===== config.mk =====
export PLATFORM = sky130hd
export DESIGN_NAME = ram_rr_arbiter_flat
export DESIGN_NICKNAME = d
export VERILOG_FILES = /design/src/rtl/ram_arb_pkg.sv /design/src/rtl/ram_rr_arbiter_if.sv /design/src/rtl/rr_arbiter.sv /design/src/rtl/ram_rr_arbiter.sv /design/src/flat_wrapper.sv
export SDC_FILE = /design/constraint.sdc
export NUM_CORES = 1
export LEC_CHECK = 0
export BUFFER_PORTS_ARGS = -buffer_cell sky130_fd_sc_hd__buf_2
export CAP_MARGIN = 20
export CELL_PAD_IN_SITES_DETAIL_PLACEMENT = 1
export CELL_PAD_IN_SITES_GLOBAL_PLACEMENT = 2
export CORE_AREA = 2 2 165 167
export CTS_BUF_LIST = sky130_fd_sc_hd__clkbuf_2 sky130_fd_sc_hd__clkbuf_4 sky130_fd_sc_hd__clkbuf_8
export CTS_CLUSTER_SIZE = 40
export DETAILED_ROUTE_END_ITERATION = 8
export DIE_AREA = 0 0 167 169
export PLACE_DENSITY = 0.89
export SLEW_MARGIN = 25
export SYNTH_ARGS = -nofsm -noshare
export SYNTH_HDL_FRONTEND = slang
export SYNTH_SLANG_ARGS = --single-unit

===== constraint.sdc =====
create_clock -name clk -period 2.76 [get_ports clk]
set_input_delay 0.138 -clock clk [delete_from_list [all_inputs] [get_ports clk]]
set_output_delay 0.138 -clock clk [all_outputs]
set_load 0.01 [all_outputs]

===== src/rtl/ram_arb_pkg.sv =====
// Shared types and helpers for the RAM round-robin arbiter.
// rr_pick implements the wrapping search that both arbiter instances use.
package ram_arb_pkg;

  localparam int unsigned MAX_REQ = 8;
  localparam int unsigned IDX_W   = $clog2(MAX_REQ);

  typedef struct packed {
    logic               found;
    logic [IDX_W-1:0]   idx;
    logic [MAX_REQ-1:0] gnt;
  } rr_pick_t;

  function automatic int unsigned idx_w(input int unsigned n);
    return (n > 1) ? $clog2(n) : 1;
  endfunction

  // First requester at or after ptr, wrapping modulo n.
  function automatic rr_pick_t rr_pick(input logic [MAX_REQ-1:0] vld,
                                       input logic [IDX_W-1:0]   ptr,
                                       input int unsigned        n);
    rr_pick_t    r;
    int unsigned k;
    r = '0;
    for (int unsigned i = 0; i < MAX_REQ; i++) begin
      if (i < n && !r.found) begin
        k = (int'(ptr) + i) % n;
        if (vld[k[IDX_W-1:0]]) begin
          r.found              = 1'b1;
          r.idx                = k[IDX_W-1:0];
          r.gnt[k[IDX_W-1:0]]  = 1'b1;
        end
      end
    end
    return r;
  endfunction

endpackage


===== src/rtl/ram_rr_arbiter_if.sv =====
// Client-side bus of the RAM arbiter: write and read request channels plus the read response.
interface ram_rr_arbiter_if #(
  parameter int unsigned NUM_REQ   = 2,
  parameter int unsigned ADDR_SIZE = 9,
  parameter int unsigned DATA_SIZE = 72
);
  logic [NUM_REQ-1:0]           wr_vld;
  logic [NUM_REQ-1:0]           wr_rdy;
  logic [NUM_REQ*ADDR_SIZE-1:0] wr_addr;
  logic [NUM_REQ*DATA_SIZE-1:0] wr_data;
  logic [NUM_REQ-1:0]           rd_vld;
  logic [NUM_REQ-1:0]           rd_rdy;
  logic [NUM_REQ*ADDR_SIZE-1:0] rd_addr;
  logic [NUM_REQ-1:0]           rsp_vld;
  logic [DATA_SIZE-1:0]         rsp_data;

  modport master (
    output wr_vld, wr_addr, wr_data, rd_vld, rd_addr,
    input  wr_rdy, rd_rdy, rsp_vld, rsp_data
  );

  modport slave (
    input  wr_vld, wr_addr, wr_data, rd_vld, rd_addr,
    output wr_rdy, rd_rdy, rsp_vld, rsp_data
  );
endinterface


===== src/rtl/rr_arbiter.sv =====
// Round-robin arbiter: combinational grant from req and the pointer, pointer moves past the winner.
module rr_arbiter
  import ram_arb_pkg::*;
#(
  parameter  int unsigned N    = 2,
  localparam int unsigned IdxW = idx_w(N)
) (
  input  logic            clk,
  input  logic            rstn,
  input  logic [N-1:0]    req,
  input  logic            upd,
  output logic [N-1:0]    gnt,
  output logic [IdxW-1:0] gnt_idx
);

  rr_pick_t        pick;
  logic [IdxW-1:0] ptr_q, ptr_d;
  logic            unused_pick;

  always_comb begin
    pick    = rr_pick(MAX_REQ'(req), IDX_W'(ptr_q), N);
    gnt     = rstn ? pick.gnt[N-1:0] : '0;
    gnt_idx = pick.idx[IdxW-1:0];
    ptr_d   = ptr_q;
    if (upd) begin
      ptr_d = (gnt_idx == IdxW'(N - 1)) ? '0 : gnt_idx + 1'b1;
    end
  end

  assign unused_pick = ^pick;

  always_ff @(posedge clk) begin
    if (!rstn) begin
      ptr_q <= '0;
    end else begin
      ptr_q <= ptr_d;
    end
  end

endmodule


===== src/rtl/ram_rr_arbiter.sv =====
// Shares one simple dual-port RAM between NUM_REQ clients with independent write/read arbiters.
// Read data is passed back to the winner the cycle after its grant.
module ram_rr_arbiter
  import ram_arb_pkg::*;
#(
  parameter int unsigned NUM_REQ   = 2,
  parameter int unsigned ADDR_SIZE = 9,
  parameter int unsigned DATA_SIZE = 72
) (
  input  logic                 clk,
  input  logic                 rstn,
  ram_rr_arbiter_if.slave      cli,
  output logic                 ram_wea,
  output logic [ADDR_SIZE-1:0] ram_addra,
  output logic [DATA_SIZE-1:0] ram_dina,
  output logic                 ram_reb,
  output logic [ADDR_SIZE-1:0] ram_addrb,
  input  logic [DATA_SIZE-1:0] ram_doutb
);

  localparam int unsigned IdxW = idx_w(NUM_REQ);

  logic [NUM_REQ-1:0]   wr_gnt, rd_gnt;
  logic [IdxW-1:0]      wr_idx, rd_idx;
  logic                 wr_any, rd_any;
  logic [IdxW-1:0]      rsel_q, rsel_d;
  logic                 rsel_vld_q, rsel_vld_d;
  logic [DATA_SIZE-1:0] rsp_data_q, rsp_data_d;

  assign wr_any = |wr_gnt;
  assign rd_any = |rd_gnt;

  rr_arbiter #(.N(NUM_REQ)) u_wr_arb (
    .clk     (clk),
    .rstn    (rstn),
    .req     (cli.wr_vld),
    .upd     (wr_any),
    .gnt     (wr_gnt),
    .gnt_idx (wr_idx)
  );

  rr_arbiter #(.N(NUM_REQ)) u_rd_arb (
    .clk     (clk),
    .rstn    (rstn),
    .req     (cli.rd_vld),
    .upd     (rd_any),
    .gnt     (rd_gnt),
    .gnt_idx (rd_idx)
  );

  // One-hot grants make an AND-OR mux sufficient; idle ports drive zero.
  always_comb begin
    ram_addra = '0;
    ram_dina  = '0;
    ram_addrb = '0;
    for (int i = 0; i < NUM_REQ; i++) begin
      if (wr_gnt[i]) begin
        ram_addra = ram_addra | cli.wr_addr[i*ADDR_SIZE +: ADDR_SIZE];
        ram_dina  = ram_dina  | cli.wr_data[i*DATA_SIZE +: DATA_SIZE];
      end
      if (rd_gnt[i]) begin
        ram_addrb = ram_addrb | cli.rd_addr[i*ADDR_SIZE +: ADDR_SIZE];
      end
    end
  end

  assign ram_wea    = wr_any;
  assign ram_reb    = rd_any;
  assign cli.wr_rdy = wr_gnt;
  assign cli.rd_rdy = rd_gnt;

  always_comb begin
    rsel_d      = rd_idx;
    rsel_vld_d  = rd_any;
    rsp_data_d  = rsel_vld_q ? ram_doutb : rsp_data_q;
    cli.rsp_vld = '0;
    if (rsel_vld_q) begin
      cli.rsp_vld[rsel_q] = 1'b1;
    end
    cli.rsp_data = rsp_data_d;
  end

  always_ff @(posedge clk) begin
    if (!rstn) begin
      rsel_q     <= '0;
      rsel_vld_q <= 1'b0;
      rsp_data_q <= '0;
    end else begin
      rsel_q     <= rsel_d;
      rsel_vld_q <= rsel_vld_d;
      rsp_data_q <= rsp_data_d;
    end
  end

endmodule


===== src/flat_wrapper.sv =====
// flat-port wrapper written by rule: the top's interface ports become plain ports
module ram_rr_arbiter_flat import ram_arb_pkg::*;
#(
  parameter int unsigned NUM_REQ   = 2,
  parameter int unsigned ADDR_SIZE = 9,
  parameter int unsigned DATA_SIZE = 72
)
  (clk, rstn, ram_wea, ram_addra, ram_dina, ram_reb, ram_addrb, ram_doutb, cli_wr_vld, cli_wr_addr, cli_wr_data, cli_rd_vld, cli_rd_addr, cli_wr_rdy, cli_rd_rdy, cli_rsp_vld, cli_rsp_data);
  ram_rr_arbiter_if #(.NUM_REQ(NUM_REQ), .ADDR_SIZE(ADDR_SIZE), .DATA_SIZE(DATA_SIZE)) cli_i ();
  input  logic clk;
  input  logic rstn;
  output logic ram_wea;
  output logic [ADDR_SIZE-1:0] ram_addra;
  output logic [DATA_SIZE-1:0] ram_dina;
  output logic ram_reb;
  output logic [ADDR_SIZE-1:0] ram_addrb;
  input  logic [DATA_SIZE-1:0] ram_doutb;
  input wire logic [$bits(cli_i.wr_vld)-1:0] cli_wr_vld;
  input wire logic [$bits(cli_i.wr_addr)-1:0] cli_wr_addr;
  input wire logic [$bits(cli_i.wr_data)-1:0] cli_wr_data;
  input wire logic [$bits(cli_i.rd_vld)-1:0] cli_rd_vld;
  input wire logic [$bits(cli_i.rd_addr)-1:0] cli_rd_addr;
  output wire logic [$bits(cli_i.wr_rdy)-1:0] cli_wr_rdy;
  output wire logic [$bits(cli_i.rd_rdy)-1:0] cli_rd_rdy;
  output wire logic [$bits(cli_i.rsp_vld)-1:0] cli_rsp_vld;
  output wire logic [$bits(cli_i.rsp_data)-1:0] cli_rsp_data;
  assign cli_i.wr_vld = cli_wr_vld;
  assign cli_i.wr_addr = cli_wr_addr;
  assign cli_i.wr_data = cli_wr_data;
  assign cli_i.rd_vld = cli_rd_vld;
  assign cli_i.rd_addr = cli_rd_addr;
  assign cli_wr_rdy = cli_i.wr_rdy;
  assign cli_rd_rdy = cli_i.rd_rdy;
  assign cli_rsp_vld = cli_i.rsp_vld;
  assign cli_rsp_data = cli_i.rsp_data;
  ram_rr_arbiter #(.NUM_REQ(NUM_REQ), .ADDR_SIZE(ADDR_SIZE), .DATA_SIZE(DATA_SIZE)) u_core (.clk(clk), .rstn(rstn), .cli(cli_i), .ram_wea(ram_wea), .ram_addra(ram_addra), .ram_dina(ram_dina), .ram_reb(ram_reb), .ram_addrb(ram_addrb), .ram_doutb(ram_doutb));
endmodule

==> metrics.md, run 1 <==
| Metric | Value |
|---|---|
| Slew @ Worst Pin | 592 ps |
| Total GRT Usage | 13.8% |
| Initial antenna violation count | 0 |
| Sw Ratio | 31.8% |
| MaxCap Viol Count | 0 |
| Via-to-Cell Ratio | 4.19 |
| Fmax | 473 MHz |
| Detailed Route Iter0 Violations | 215 |
| Endpoint type of the worst setup path | primary output |
| Worst hold stages | 3 |
| Max clock buf depth | 2 |
| Final worst slack | 644 ps |
| IO buf count | 427 |
| Distinct cells, synth | 16 |
| Setup CP Type | flop to primary output |
| Router iterations before antenna repair | 4 |
| Synthesized net count | 826 |
| Clock-pin slew on the worst setup and hold paths | 80 ps |
| Clk sinks | 76 |
| CTS tree | done |
| Worst R2R Path Depth | 3 |
| Mapped Area | 4630 µm² |
| CP required | 2620 ps |
| IO Count | 428 |
| DP Area | 7060 µm² |
| Vias in the first global route | 5,522 |
| Drt total wl | 20,800 µm |
| Leakage power figure | 3.90 nW |
| Final core occ | 27.4% |
| Switching power | 0.988 mW |
| Core ar. | 26,500 µm² |
| Worst r2r dst | u_core.rsp_data_q[9]$_SDFF_PN0_ |
| Clk_skew | 9.17 ps |
| Root Driver | clkbuf_8 |
| P per Cell Area | 428 nW/µm² |
| Reg power frac | 38.5% |
| Nets@finish | 1,219 |
| # diodes | 0 |
| Status | completed |
| Internal | 2.12 mW |
| Syn Area/Cell | 8.15 µm² |
| Total power | 3.11 mW |
| Vias | 5,482 |
| Fin cells | 1,307 |
| TNS Setup | 0 ps |
| Setup violators final | 0 |
| Layout cell share with drive strength beyond 1 | 54.5% |
| Worst Hold Class | primary input to flop |
| Yosys warns | 0 |
| GPL Wtd Cong | 0.793 |
| Cell area after layout | 7260 µm² |
| Clock share of power | 28.7% |
| Maximum fanout along the worst path | 45 |
| Row cnt | 60 |
| Worst-case vdd ir drop | 0.241 mV |
| Post-synthesis register bit count | 76 |
| Final ANT Viol Nets | 0 |
| Postcts setup bufs | 0 |
| Die area | 28,200 µm² |
| First-pass GRT wire length | 30,800 µm |
| Global route total overflow | 0 |
| Starting Density | 17.5% |
| Gate Count Post-Synth | 568 |
| Post-DP HPWL | 16,900 µm |
| Remaining DRCs | 0 |
| Routed wire length per instance | 15.9 µm |
| Crit path to | ram_dina[49] |
| Max Slew Vio Count | 0 |
| Pre-CTS WS | 992 ps |
| Hold_buf cts | 0 |
| Die Width | 167 µm |
| Register area share after synthesis | 32.9% |
| Worst r2r src | u_core.rsel_vld_q$_SDFF_PN0_ |
| RSZ-0062 raised after global routing | false |
| DP Cell Count | 1,291 |
| CTS resizes | 0 |
| R2r setup slk | 1060 ps |
| Hold Fails Final Rpt | 0 |
| Htree depth | 3 |
| Comb pwr share | 32.8% |
| Final period util | 76.7% |
| Vert. Die Dim | 169 µm |
| Worst Setup Start Kind | flop |
| Slew headroom | 60.6% |
| Crit path time final | 2120 ps |
| Worst EP arrival | 1980 ps |
| Synth-to-layout area growth | 56.9% |
| Skew-Pair Late Insertion Delay | 350 ps |
| Largest net degree at the start of global routing | 96 |
| Final hold slack | 45.5 ps |
| CTS Buf Count | 9 |
-- cell families (layout without fill, tap and decap cells) --
| family | Yosys count | in the layout | synth area share (%) |
|---|---|---|---|
| AO/OA/AOI/OAI | 93 | 93 | 12.5 |
| flip-flops | 76 | 76 | 32.9 |
| multiplexers | 72 | 72 | 22.2 |
| AND/OR/NAND/NOR | 272 | 272 | 26.2 |
| buffers and inverters | 55 | 453 | 6.30 |
-- worst max-delay path, cell delays in order (launching register included) --
cell,delay (ps)
dfxtp_1,360
nand2b_1,190
nand2_4,330
buf_12,310
o22ai_1,230
buf_2,180
-- power by group through the flow --
stage | combinational, mW | clock (mW) | sequential [mW]
2_1_floorplan | 0.570 | 0 | 1.20
4_1_cts | 1.04 | 0.939 | 1.20
6_report | 1.02 | 0.894 | 1.20
3_5_place_dp | 1.03 | 0 | 1.22
3_3_place_gp | 1.01 | 0 | 1.22
5_1_grt | 1.11 | 0.978 | 1.21
-- state kept, by name, summed over array words and instances, names as in the netlist, named ones only --
register / count
u_core.rsp_data_q: 72
u_core.rsel_q: 1
u_core.u_rd_arb.ptr_q: 1
u_core.rsel_vld_q: 1
-- worst min path at each step --
| stage | from | to | slack (ps) |
|---|---|---|---|
| floorplan | cli_rd_vld[1] | u_core.rsel_vld_q$_SDFF_PN0_ | 260 |
| global placement | cli_rd_vld[1] | u_core.rsel_vld_q$_SDFF_PN0_ | 400 |
| finish | cli_rd_vld[1] | u_core.rsel_vld_q$_SDFF_PN0_ | 50 |
| detailed placement | cli_rd_vld[1] | u_core.rsel_vld_q$_SDFF_PN0_ | 400 |
| CTS | cli_rd_vld[1] | u_core.rsel_vld_q$_SDFF_PN0_ | 10 |
| global route | cli_rd_vld[1] | u_core.rsel_vld_q$_SDFF_PN0_ | 50 |
-- synthesized netlist by cell type --
library cell / n / area, µm²
nand2_1: 185 / 694
mux2_2: 14 / 158
and2_1: 73 / 457
buf_2: 26 / 130
clkinv_1: 1 / 3.75
inv_1: 1 / 3.75
o21ai_0: 2 / 10.0
buf_6: 7 / 78.8
nor2b_1: 1 / 6.26
nand2b_1: 2 / 12.5
a21oi_1: 1 / 5.00
o22ai_1: 90 / 563
clkbuf_1: 20 / 75.1
nor2_1: 11 / 41.3
dfxtp_1: 76 / 1520
mux2_4: 58 / 871
-- layout by cell type (no fill, tap or decap), types with 2 or more instances in the layout --
cell	n
and2_1	73
buf_12	5
buf_2	426
buf_4	3
clkbuf_8	10
clkinvlp_4	3
dfxtp_1	75
mux2_2	14
mux2_4	58
nand2_1	183
nand2_4	2
nand2b_1	2
nor2_1	11
o21ai_0	2
o22ai_1	90
-- area by class of cell --
type                       instances  area (µm²)
inverter                           2        7.51
sequential                        76        1530
tap                              341         427
timing repair buffer             435        2270
clock buffer                      11         145
clock inverter                     5        61.3
multi-input combinational        437        2830
fill                            3306       19200
-- per-layer routing --
metal	part of all wire (%)	track usage (%)
met5	0	0
met1	42	16.7
met3	7.6	3.62
met2	48	23.6
met4	2.3	4.65
Note: power is estimated with default switching activity, not from simulation.
==> inputs of run 2 (changes only) <==
--- a/config.mk
+++ b/config.mk
@@ -5,16 +5,17 @@
 export SDC_FILE = /design/constraint.sdc
 export NUM_CORES = 1
 export LEC_CHECK = 0
+export ABC_AREA = 1
 export BUFFER_PORTS_ARGS = -buffer_cell sky130_fd_sc_hd__buf_2
 export CAP_MARGIN = 20
 export CELL_PAD_IN_SITES_DETAIL_PLACEMENT = 1
 export CELL_PAD_IN_SITES_GLOBAL_PLACEMENT = 2
-export CORE_AREA = 2 2 165 167
+export CORE_MARGIN = 2
+export CORE_UTILIZATION = 15
 export CTS_BUF_LIST = sky130_fd_sc_hd__clkbuf_2 sky130_fd_sc_hd__clkbuf_4 sky130_fd_sc_hd__clkbuf_8
 export CTS_CLUSTER_SIZE = 40
 export DETAILED_ROUTE_END_ITERATION = 8
-export DIE_AREA = 0 0 167 169
-export PLACE_DENSITY = 0.89
+export PLACE_DENSITY = 0.9
 export SLEW_MARGIN = 25
 export SYNTH_ARGS = -nofsm -noshare
 export SYNTH_HDL_FRONTEND = slang
==> constraint.sdc (replaced) <==
create_clock -name clk -period 1.9 [get_ports clk]
set_input_delay 0.095 -clock clk [delete_from_list [all_inputs] [get_ports clk]]
set_output_delay 0.095 -clock clk [all_outputs]
set_load 0.01 [all_outputs]
==> metrics.md, run 2 <==
| Metric | Value |
|---|---|
| Vias | 6,407 (+17%) |
| Crit path time final | 1760 ps |
| Vias in the first global route | 6,358 (+15%) |
| Vert. Die Dim | 176 µm (+4.1%) |
| Core ar. | 28,900 µm² (+9.2%) |
| First-pass GRT wire length | 35,000 µm (+13%) |
| Worst Setup Start Kind | flop |
| Worst r2r dst | u_core.rsp_data_q[37]$_SDFF_PN0_ |
| Crit-path max cell delay | 400 ps (+40 ps) |
| Leading cell type in the layout, fill and taps excluded | buf_2 |
| Yosys warns | 0 (unchanged) |
| Syn Area/Cell | 6.15 µm² (-25%) |
| Dominant synthesized flop cell | dfxtp_1 |
| Worst Hold Class | primary input to flop |
| Worst r2r src | u_core.rsel_vld_q$_SDFF_PN0_ |
| Via-to-Cell Ratio | 4.19 (-0.16%) |
| Total GRT Usage | 14.2% (+0.49 points) |
| Crit path max-delay family | buffers and inverters |
| Clock-pin slew on the worst setup and hold paths | 100 ps (+20 ps) |
| GPL Wtd Cong | 0.882 (+11%) |
| Die area | 31,000 µm² (+9.7%) |
| TNS Setup | 0 ps (unchanged) |
| R2r setup slk | 570 ps (-490 ps) |
| Row cnt | 62 (+3.3%) |
| Final ANT Viol Nets | 0 (unchanged) |
| MaxCap Viol Count | 0 (unchanged) |
| Detailed Route Iter0 Violations | 249 (+16%) |
| Worst-case vdd ir drop | 0.240 mV (-0.59%) |
| Largest Register | u_core.rsp_data_q |
| Top cells by count, synth | nand2_1 (317), nand3_1 (180), a21oi_1 (77) |
| Nets@finish | 1,398 (+15%) |
| RSZ-0062 raised after global routing | false |
| Max clock buf depth | 2 (unchanged) |
| Leakage power figure | 4.35 nW (+11%) |
| Largest net degree at the start of global routing | 64 (-33%) |
| Starting Density | 15.3% (-2.1 points) |
| Drt total wl | 23,400 µm (+13%) |
| Synth-to-layout area growth | 65.7% |
| Distinct cells, synth | 14 (-2) |
| Max reg flops | 72 (unchanged) |
| Slew @ Worst Pin | 538 ps (-53.1 ps) |
| Fin cells | 1,530 (+17%) |
| Hold endpoint | u_core.rsp_data_q[14]$_SDFF_PN0_ |
| Die Width | 176 µm (+5.4%) |
| Root Driver | clkbuf_8 |
| Final period util | 92.4% |
| Most frequent cells in the layout | buf_2 (427), nand2_1 (315), nand3_1 (180), a21oi_1 (77), dfxtp_1 (75) |
| Gate Count Post-Synth | 721 (+27%) |
| P per Cell Area | 631 nW/µm² (+48%) |
| Layout cell share with drive strength beyond 1 | 41.3% (-13 points) |
| Synthesized net count | 979 (+19%) |
| Routed wire length per instance | 15.3 µm (-3.8%) |
| Maximum fanout along the worst path | 32 (-29%) |
| Status | completed |
| Endpoint type of the worst setup path | primary output |
| Initial antenna violation count | 3 (+3) |
| CTS tree | done |
| Mapped Area | 4430 µm² (-4.2%) |
| CP required | 1800 ps (-820 ps) |
| Clk_skew | 16.1 ps (+6.90 ps) |
| Asr flop ratio synth | 0% (unchanged) |
| Router iterations before antenna repair | 4 (unchanged) |
| Top cell type's share of synthesized area | 34.3% (+1.5 points) |
| Setup violators final | 0 (unchanged) |
| Crit-path slowest cell | dfxtp_1 |
| Remaining DRCs | 0 (unchanged) |
| Count leader, synth | nand2_1 |
| Fmax | 569 MHz |
| Worst hold stages | 3 (unchanged) |
| Slew headroom | 64.1% (+3.5 points) |
| DP Cell Count | 1,498 (+16%) |
| Hold path startpoint | ram_doutb[14] |
| Htree depth | 3 (unchanged) |
| Top cells by area, synth | dfxtp_1 (34%), nand2_1 (27%), nand3_1 (20%) |
| IO Count | 428 (unchanged) |
| Hold Fails Final Rpt | 0 (unchanged) |
| Critical path buffers and inverters | 3 (+1) |
| Skew-Pair Late Insertion Delay | 350 ps (about the same) |
| IO buf count | 427 (unchanged) |
| Post-synth EDFFs | 0 (unchanged) |
| Register area share after synthesis | 34.3% (+1.5 points) |
| Post-synthesis register bit count | 76 (unchanged) |
| Worst-path cell chain | inv_1 -> nand2_4 -> buf_12 -> nand3_1 -> nand2_1 -> buf_2 |
| Worst EP arrival | 1660 ps (-320 ps) |
| Post-synth top area cell | dfxtp_1 |
| Global route total overflow | 0 (unchanged) |
| Max Slew Vio Count | 0 (unchanged) |
| Clk sinks | 76 (unchanged) |
| Post-DP HPWL | 19,400 µm (+15%) |
| Worst R2R Path Depth | 3 (unchanged) |
| CTS Buf Count | 9 (unchanged) |
| Setup CP Type | flop to primary output |
## run 2: changes by cell type in the layout (fill, tap and decap cells not counted), sizes merged, moves of 13 or more
cell,previous run,this run
mux2,72,0
a21oi,1,77
nand2,185,319
and2,73,0
dlygate4sd3,0,15
buf,435,448
o22ai,90,0
nand3,0,180
## run 2: routing by layer
| layer | track usage (%) | up-vias | part of all wire (%) |
|---|---|---|---|
| met5 | 0 | - | 0.15 |
| met4 | 4.03 | 6 | 2.5 |
| met3 | 3.96 | 40 | 8.4 |
| met2 | 24.3 | 298 | 47 |
| met1 | 17.5 | 2852 | 42 |
| li1 | - | 3211 | - |
## run 2: cell type report
cell class	instances	area (µm²)
clock inverters	6	95.1
repair buffers	463	2550
flip-flops and latches	76	1520
diodes	1	2.50
multi-input cells	580	2520
inverters	10	40.0
well taps	384	480
fillers	3825	21600
clock buffers	10	138
## run 2: what timing repair did
action                                  in CTS  in global routing
setup buffers                                0                  0
hold buffers                                15                  0
gates resized for setup                      2                  1
endpoints found under the setup margin       8                 50
pin swaps                                    0                  0
hold endpoints to repair                    15                  0
## run 2: metrics by stage
stage	hold WS (ps)	utilization (%)	cell area (µm²)	power, mW	setup slack [ps]
2_1_floorplan	191	-	4430	2.48	914
3_3_place_gp	327	24.0	6950	3.22	311
3_5_place_dp	330	24.0	6950	3.24	325
4_1_cts	0.728	25.4	7340	4.73	22.0
5_1_grt	8.46	25.4	7340	4.93	4.82
6_report	24.6	25.4	7350	4.64	144
## run 2: kinds of logic after synthesis
| logic type | share of synthesized area [%] |
|---|---|
| simple gates | 47.7 |
| flops | 34.3 |
| compound gates | 8.80 |
| buf+inv | 9.20 |
## run 2: power by group
| group | internal, mW | switching (mW) |
|---|---|---|
| Sequential | 1.69 | 0.0384 |
| Combinational | 0.614 | 0.865 |
| Clock | 0.788 | 0.640 |
| Total | 3.10 | 1.54 |
## run 2: worst min-delay path, delay by kind of cell
family | cells | cell delay, ps
buffers and inverters | 1 | 100
AND/OR/NAND/NOR | 1 | 80
AO/OA/AOI/OAI | 1 | 60
## run 2: how the worst max path moves through the flow
stage	from	endpoint	slack [ps]	cells past startpoint
after floorplan	flop	ram_addra[0]	910	5
after global placement	flop	ram_dina[1]	310	5
after detailed placement	flop	ram_dina[1]	320	5
after CTS	u_core.rsel_vld_q$_SDFF_PN0_	cli_rsp_data[49]	20	5
after global routing	u_core.rsel_vld_q$_SDFF_PN0_	cli_rsp_data[24]	5	4
final	flop	ram_dina[2]	140	6
